### config.mk
export PLATFORM = sky130hd
export DESIGN_NAME = signal_cu
export DESIGN_NICKNAME = d
export VERILOG_FILES = /design/src/rtl/signal_cu.sv
export SDC_FILE = /design/constraint.sdc
export NUM_CORES = 1
export LEC_CHECK = 0
export CORE_MARGIN = 2
export CORE_UTILIZATION = 59
export DETAILED_ROUTE_END_ITERATION = 8
export MAX_ROUTING_LAYER = met4
export PLACE_DENSITY = 0.92
export SLEW_MARGIN = 20
export SYNTH_ARGS = -nofsm -noshare
export SYNTH_HDL_FRONTEND = slang
export SYNTH_SLANG_ARGS = --single-unit
### constraint.sdc
create_clock -name clk -period 5.6 [get_ports clk]
set_input_delay 1.68 -clock clk [delete_from_list [all_inputs] [get_ports clk]]
set_output_delay 1.68 -clock clk [all_outputs]
set_load 0.02 [all_outputs]
### src/rtl/signal_cu.sv
// Traffic signal controller: GREEN -> YELLOW -> RED cycle timed in prescaled ticks, with a pedestrian walk light.
// Optional pedestrian blink window at the end of RED is enabled by defining SIGNAL_CU_PED_BLINK_EN.
module signal_cu #(
    parameter int TICK_DIV        = 10,
    parameter int PED_BLINK_TICKS = 4
) (
    input  logic       clk,
    input  logic       reset,
    input  logic [1:0] traffic_sel,
    output logic [1:0] o_tr_state,
    output logic       o_tr_light,
    output logic       tr_valid,
    output logic       light_valid
);

    typedef enum logic [1:0] {
        GREEN  = 2'b00,
        YELLOW = 2'b01,
        RED    = 2'b10
    } phase_t;

    typedef enum logic [1:0] {
        MODE_NORMAL = 2'b00,
        MODE_LOW    = 2'b01,
        MODE_HEAVY  = 2'b10
    } mode_t;

    localparam int PW = (TICK_DIV > 1) ? $clog2(TICK_DIV) : 1;

    if (TICK_DIV < 2 || PED_BLINK_TICKS < 1 || PED_BLINK_TICKS > 10) begin : g_bad_params
        $error("signal_cu: TICK_DIV must be >= 2 and PED_BLINK_TICKS within 1..10");
    end

    phase_t        phase_q, phase_d;
    mode_t         mode_q, mode_d;
    logic [PW-1:0] presc_q, presc_d;
    logic [4:0]    cnt_q, cnt_d;
    logic          light_q, light_d;
    logic          tr_valid_q, tr_valid_d;
    logic          light_valid_q, light_valid_d;
    logic          tick;
`ifdef SIGNAL_CU_PED_BLINK_EN
    logic [4:0]    win_start;
`endif

    function automatic logic [4:0] phase_ticks(input phase_t ph, input mode_t md);
        logic [4:0] g;
        logic [4:0] r;
        case (md)
            MODE_LOW:   begin g = 5'd10; r = 5'd25; end
            MODE_HEAVY: begin g = 5'd30; r = 5'd10; end
            default:    begin g = 5'd20; r = 5'd15; end
        endcase
        case (ph)
            GREEN:   return g;
            YELLOW:  return 5'd3;
            default: return r;
        endcase
    endfunction

    assign tick = (presc_q == PW'(TICK_DIV - 1));

    // tr_valid / light_valid are single-cycle strobes, high only in the first cycle a changed output is visible.
    always_comb begin
        presc_d = tick ? '0 : presc_q + PW'(1);
        phase_d = phase_q;
        mode_d  = mode_q;
        cnt_d   = cnt_q;
        if (tick) begin
            if (cnt_q == phase_ticks(phase_q, mode_q) - 5'd1) begin
                cnt_d = '0;
                case (phase_q)
                    GREEN:   phase_d = YELLOW;
                    YELLOW:  phase_d = RED;
                    default: phase_d = GREEN;
                endcase
                // Mode is sampled only when a new cycle begins; code 11 behaves as normal.
                if (phase_d == GREEN) begin
                    mode_d = (traffic_sel == 2'b11) ? MODE_NORMAL : mode_t'(traffic_sel);
                end
            end else begin
                cnt_d = cnt_q + 5'd1;
            end
        end

`ifdef SIGNAL_CU_PED_BLINK_EN
        // Window tick k shows 0 for even k, 1 for odd k: parity of (cnt - start) is the LSB xor.
        win_start = phase_ticks(RED, mode_d) - 5'(PED_BLINK_TICKS);
        light_d   = (phase_d == RED) && ((cnt_d < win_start) || (cnt_d[0] ^ win_start[0]));
`else
        light_d   = (phase_d == RED);
`endif

        tr_valid_d    = (phase_d != phase_q);
        light_valid_d = (light_d != light_q);
    end

    always_ff @(posedge clk) begin
        if (reset) begin
            phase_q       <= GREEN;
            mode_q        <= MODE_NORMAL;
            presc_q       <= '0;
            cnt_q         <= '0;
            light_q       <= 1'b0;
            tr_valid_q    <= 1'b0;
            light_valid_q <= 1'b0;
        end else begin
            phase_q       <= phase_d;
            mode_q        <= mode_d;
            presc_q       <= presc_d;
            cnt_q         <= cnt_d;
            light_q       <= light_d;
            tr_valid_q    <= tr_valid_d;
            light_valid_q <= light_valid_d;
        end
    end

    assign o_tr_state  = phase_q;
    assign o_tr_light  = light_q;
    assign tr_valid    = tr_valid_q;
    assign light_valid = light_valid_q;

endmodule

==> impl_metrics.csv, run 1 <==
group,metric,value,unit
sta,max_freq,0.312,GHz
power_and_ir_drop,p_leak,0.000427,uW
placement,gp_congestion,0.747,
clock_tree,htree_levels,1,
critical_path,end_kind,"output port",
clock_tree,hold_buffers,0,
logic_synthesis,syn_nets,116,
global_route,grt_pass1_wl,2.96,mm
clock_tree,clock-sinks,16,
critical_path,cp-start-kind,"register",
power_and_ir_drop,power,193,uW
finish,regArea,320,sq um
clock_tree,cts_buffer_depth,2,
logic_synthesis,yosys_warnings,0,
clock_tree,ctsResizeCount,0,
finish,multi_input_area,592,sq um
critical_path,crit_slowest_cell,"clkdlybuf4s50_1",
finish,insertedDiodeCount,0,
logic_synthesis,synth_seq_cells,16,
placement,dpl.hpwl,1.30,mm
global_route,grt_usage,21.8,%
placement,pre_cts_ws,2420,ps
clock_tree,insertion_delay,280,ps
sta,tns,0,ps
sta,fin_ws,2390,ps
die,coreArea,1510,sq um
clock_tree,clk_pin_slew_worst_paths,80,ps
global_route,first_global_vias,732,
logic_synthesis,synthArstFlopShare,0,%
route,first_pass_iters,4,
finish,layout_common_cells,"dfxtp_1, nor2_1, nand2_1, clkdlybuf4s50_1, mux2i_1",
critical_path,crit_type,"register to output port",
route,via_per_inst,5.92,
finish,finalNetCount,125,
critical_path,crit_buf_inv,1,
critical_path,crit_family,"buffers and inverters",
global_route,antenna_found_initial,0,
placement,place_inst,127,
sta,tightest_slew,603,ps
die,start_util,62.4,%
sta,maxSlewViolCount,0,
die,die_width,43.9,microns
logic_synthesis,netlist_instances,107,
finish,layout_commonest_cell,"dfxtp_1",
power_and_ir_drop,ir_drop,0.137,mV
finish,nFillCells,120,
clock_tree,tritoncts,"yes",
route,first_iter_violations,14,
critical_path,path_max_fanout,15,
route,dr_total_vias,770,
finish,drive_gt1_share,7.89,%
critical_path,slowest_delay,680,ps
sta,setup_viol,0,
logic_synthesis,synth_edf_count,0,
power_and_ir_drop,power_density,185,nW/um^2
flow_run,max_cap_violations,0,
critical_path,worstPathCellList,"clkdlybuf4s50_1",
finish,area_growth,11.3,%
die,io_pins,9,
die,fp-row-count,14,
die,die-area,1930,sq um
finish,fin_cells,130,
sta,clock-skew-final,5.34,ps
critical_path,rrSetupSlack,2570,ps
logic_synthesis,synth_cell_types,37,
logic_synthesis,yosysSeqAreaShare,34.1,%
clock_tree,cts_inserted_buffers,3,
logic_synthesis,synth_area_per_cell,8.78,sq um
die,die_h,43.9,microns
global_route,grt_overflow_total,0,
critical_path,critPathRequiredTime,3920,ps
sta,period_needed,3210,ps
route,detail_route.wl_per_cell,12.8,microns
sta,maxSlewHeadroom,59.7,%
critical_path,crit_arrival,1530,ps
sta,rsz0062_at_grt,"false",
route,drt-total-wl,1.67,mm
finish,finalCoreUtilization,69.4,%
logic_synthesis,netlist_area,940,sq um
clock_tree,cts-root-buf,"clkbuf_4",
global_route,grt_max_degree,20,
status,status,"finished clean",
route,antenna_left,0,
sta,hold_viol,0,
clock_tree,post_cts_buffers,0,
placement,portBuffers,8,
route,remaining_drc_errors,0,
logic_synthesis,synth_top_flop_cell,"dfxtp_1",
min_path,hp-class,"register to register",
sta,finalCritPeriodShare,57.3,%
sequential cells by signal, summed over array words and instances, names as in the netlist:
register	flops
tr_valid	1
o_tr_state	2
cnt_q	5
o_tr_light	1
presc_q	4
mode_q	2
light_valid	1
worst paths after layout:
| kind | end | start | cells past startpoint |
|---|---|---|---|
| min reg2reg | mode_q[1] | mode_q[1] | 2 |
| max reg2reg | light_valid | mode_q[0] | 9 |
| max | o_tr_state[1] | o_tr_state[1] | 1 |
| min | mode_q[1] | mode_q[1] | 2 |
power breakdown:
part | internal [uW] | switching (uW)
clock network | 24.9 | 33.2
registers | 117 | 3.94
logic | 7.68 | 6.40
total | 150 | 43.5
cell usage after synthesis (2+ instances only):
master	number	area share [%]
nand2_1	8	3.2
clkbuf_1	3	1.2
mux2i_1	7	7.5
and2b_1	2	1.6
nand3_1	3	1.6
or4_1	2	1.6
and2_1	2	1.3
nand2b_1	2	1.3
or3b_2	2	1.9
ha_1	5	6.7
a31oi_1	3	2.0
o211ai_1	4	3.2
nor3_1	4	2.1
inv_1	3	1.2
dfxtp_1	16	34
nor3b_1	2	1.6
nor2_1	8	3.2
a21oi_1	5	2.7
xnor2_1	4	3.7
or3_1	2	1.3
nor2b_1	4	2.7
metal layers:
| layer | part of all wire, % | vias up | wire length, microns | global-route usage [%] |
|---|---|---|---|---|
| li1 | - | 402 | - | - |
| met3 | 2.6 | 2 | 43 | 3.75 |
| met5 | 0 | - | 0 | - |
| met4 | 0.54 | 0 | 9 | 10.9 |
| met2 | 52 | 9 | 871 | 36.8 |
| met1 | 45 | 357 | 745 | 24.5 |
metrics by stage:
step | hold slack (ps) | area (sq um)
final | 506 | 1050
after global routing | 530 | 1050
after detailed placement | 496 | 1020
after global placement | 480 | 1020
after CTS | 510 | 1050
after floorplan | 464 | 940
layout make-up:
class                           instances  area share (%)
Clock buffer                            3            2.15
Sequential cell                        16            30.6
Multi-Input combinational cell         84            56.6
Inverter                                3            1.08
Tap cell                               16            1.91
Timing Repair Buffer                    8            7.66
logic make-up after synthesis:
group | Yosys count | share of synthesized area, %
and+or+nand+nor | 49 | 30.6
AOI/OAI and AO/OA | 17 | 12.4
DFF | 16 | 34.1
muxes | 8 | 8.66
buffers and inverters | 7 | 2.93
xor gates and xnor gates | 5 | 4.66
adders and majority gates | 5 | 6.66
Power figures use the tool's default switching activity.
==> inputs of run 2 (changes only) <==
- CORE_UTILIZATION: 59 -> 49
- PLACE_DENSITY: 0.92 -> 0.83
- clock period: 5.6 -> 2.61 ns (I/O delays scaled with it)
==> impl_metrics.csv, run 2 (same netlist as run 1, synthesis figures left out) <==
group,metric,value,unit
die,coreArea,1760,sq um
critical_path,crit_buf_inv,1,
clock_tree,cts_inserted_buffers,3,
critical_path,end_kind,"register",
global_route,grt_overflow_total,0,
critical_path,r2r_start,"mode_q[0]",
sta,hold_viol,0,
clock_tree,hold_buffers,0,
route,first_pass_iters,4,
min_path,worstHoldStart,"presc_q[0]",
finish,drive_gt1_share,25.4,%
route,remaining_drc_errors,0,
route,detail_route.wl_per_cell,13.6,microns
clock_tree,htree_levels,1,
clock_tree,insertion_delay,290,ps
power_and_ir_drop,power_frac_comb,6.8,%
finish,fin_cells,151,
route,antenna_left,0,
sta,maxSlewViolCount,0,
clock_tree,tritoncts,"yes",
power_and_ir_drop,swShare,22.4,%
die,io_pins,9,
flow_run,max_cap_violations,0,
critical_path,crit_slowest_cell,"or3_4",
die,fp-row-count,15,
finish,finalNetCount,136,
finish,largest-register,"cnt_q",
critical_path,cp-start-kind,"register",
critical_path,crit_arrival,2830,ps
critical_path,crit_type,"register to register",
status,status,"complete, but fails checks",
power_and_ir_drop,p_int,354,uW
route,via_per_inst,5.70,
placement,dpl.hpwl,1.43,mm
sta,whs,500,ps
critical_path,worstPathCellList,"inv_2 > ha_4 > or3b_4 > a221oi_2 > mux2i_1 > nand4_2 > or3_4 > mux2i_4 > mux2_4",
route,drt-total-wl,2.05,mm
die,start_util,53.3,%
finish,final_cell_area,1210,sq um
die,die_width,47.8,microns
power_and_ir_drop,p_seq_share,57.1,%
placement,place_inst,144,
placement,pre_cts_ws,-92.9,ps
min_path,hp-class,"register to register",
placement,portBuffers,8,
finish,insertedDiodeCount,0,
global_route,antenna_found_initial,0,
sta,tightest_slew,364,ps
global_route,grt_pass1_wl,3.10,mm
clock_tree,cts-root-buf,"clkbuf_4",
global_route,first_global_vias,748,
sta,tns,-32.4,ps
sta,maxSlewHeadroom,75.7,%
sta,period_needed,2640,ps
clock_tree,cts_buffer_depth,2,
sta,setup_viol,1,
power_and_ir_drop,net-switching-power,102,uW
die,die_h,47.8,microns
clock_tree,clk_pin_slew_worst_paths,90,ps
die,die-area,2280,sq um
power_and_ir_drop,ir_drop,0.339,mV
power_and_ir_drop,power.clock.fraction,36.1,%
global_route,grt_max_degree,16,
finish,top_regs,"cnt_q x5, presc_q x4",
route,first_iter_violations,28,
critical_path,path_max_fanout,2,
global_route,grt_usage,20.5,%
route,dr_total_vias,861,
finish,largest_register_ffs,5,
clock_tree,clock-sinks,16,
sta,fin_ws,-32.4,ps
critical_path,critPathRequiredTime,2800,ps
finish,area_growth,28.5,%
finish,layout_common_cells,"dfxtp_1, buf_4, nor2_1, clkdlybuf4s50_1, nand2_1",
placement,gp_congestion,0.883,
finish,layout_commonest_cell,"dfxtp_1",
critical_path,rrSetupSlack,-30,ps
status,violations,"negative setup slack",
power_and_ir_drop,power_density,377,nW/um^2
sta,rsz0062_at_grt,"true",
sta,finalCritPeriodShare,101,%
sta,clock-skew-final,1.57,ps
critical_path,crit_family,"simple AND/OR/NAND/NOR gates",
critical_path,slowest_delay,380,ps
sta,max_freq,0.378,GHz
power_and_ir_drop,p_leak,0.000462,uW
placement,placed_cell_area,1110,sq um
critical_path,startpoint,"mode_q[0]",
-- run 2: cell type report --
| type | instances | area [sq um] |
|---|---|---|
| sequential | 16 | 322 |
| fill | 139 | 557 |
| inverter | 3 | 11.3 |
| tap | 25 | 31.3 |
| timing repair buffer | 19 | 163 |
| multi-input combinational | 84 | 644 |
| clock buffer | 4 | 36.3 |
-- run 2: repair_timing --
| item | 4_1_cts | 5_1_grt |
|---|---|---|
| pin swaps | 4 | 4 |
| endpoints found under the setup margin | 1 | 8 |
| gates resized for setup | 3 | 6 |
| buffers inserted | 2 | 1 |
-- run 2: path summary, 6_finish.rpt --
check | endpoint | cells after the start
max | light_valid | 9
min | presc_q[0] | 1
max reg2reg | light_valid | 9
min reg2reg | presc_q[0] | 1
-- run 2: power by group through the flow --
stage          registers (uW)  clock network, uW  logic (uW)
2_1_floorplan             263                  0        22.2
3_3_place_gp              265                  0        29.6
3_5_place_dp              265                  0        30.5
4_1_cts                   260                168        30.5
5_1_grt                   261                175        34.8
6_report                  260                165        30.9
-- run 2: stage by stage --
stage,total power [uW],util (%)
6_report,456,68.4
3_3_place_gp,294,62.8
2_1_floorplan,285,-
5_1_grt,471,68.4
3_5_place_dp,296,62.8
4_1_cts,458,66.4
-- run 2: layer usage --
metal  GRT usage [%]  share of wire (%)
met1            24.9                 42
met3            2.64                5.5
met2            32.8                 50
met4            10.8                2.5
met5               -                  0
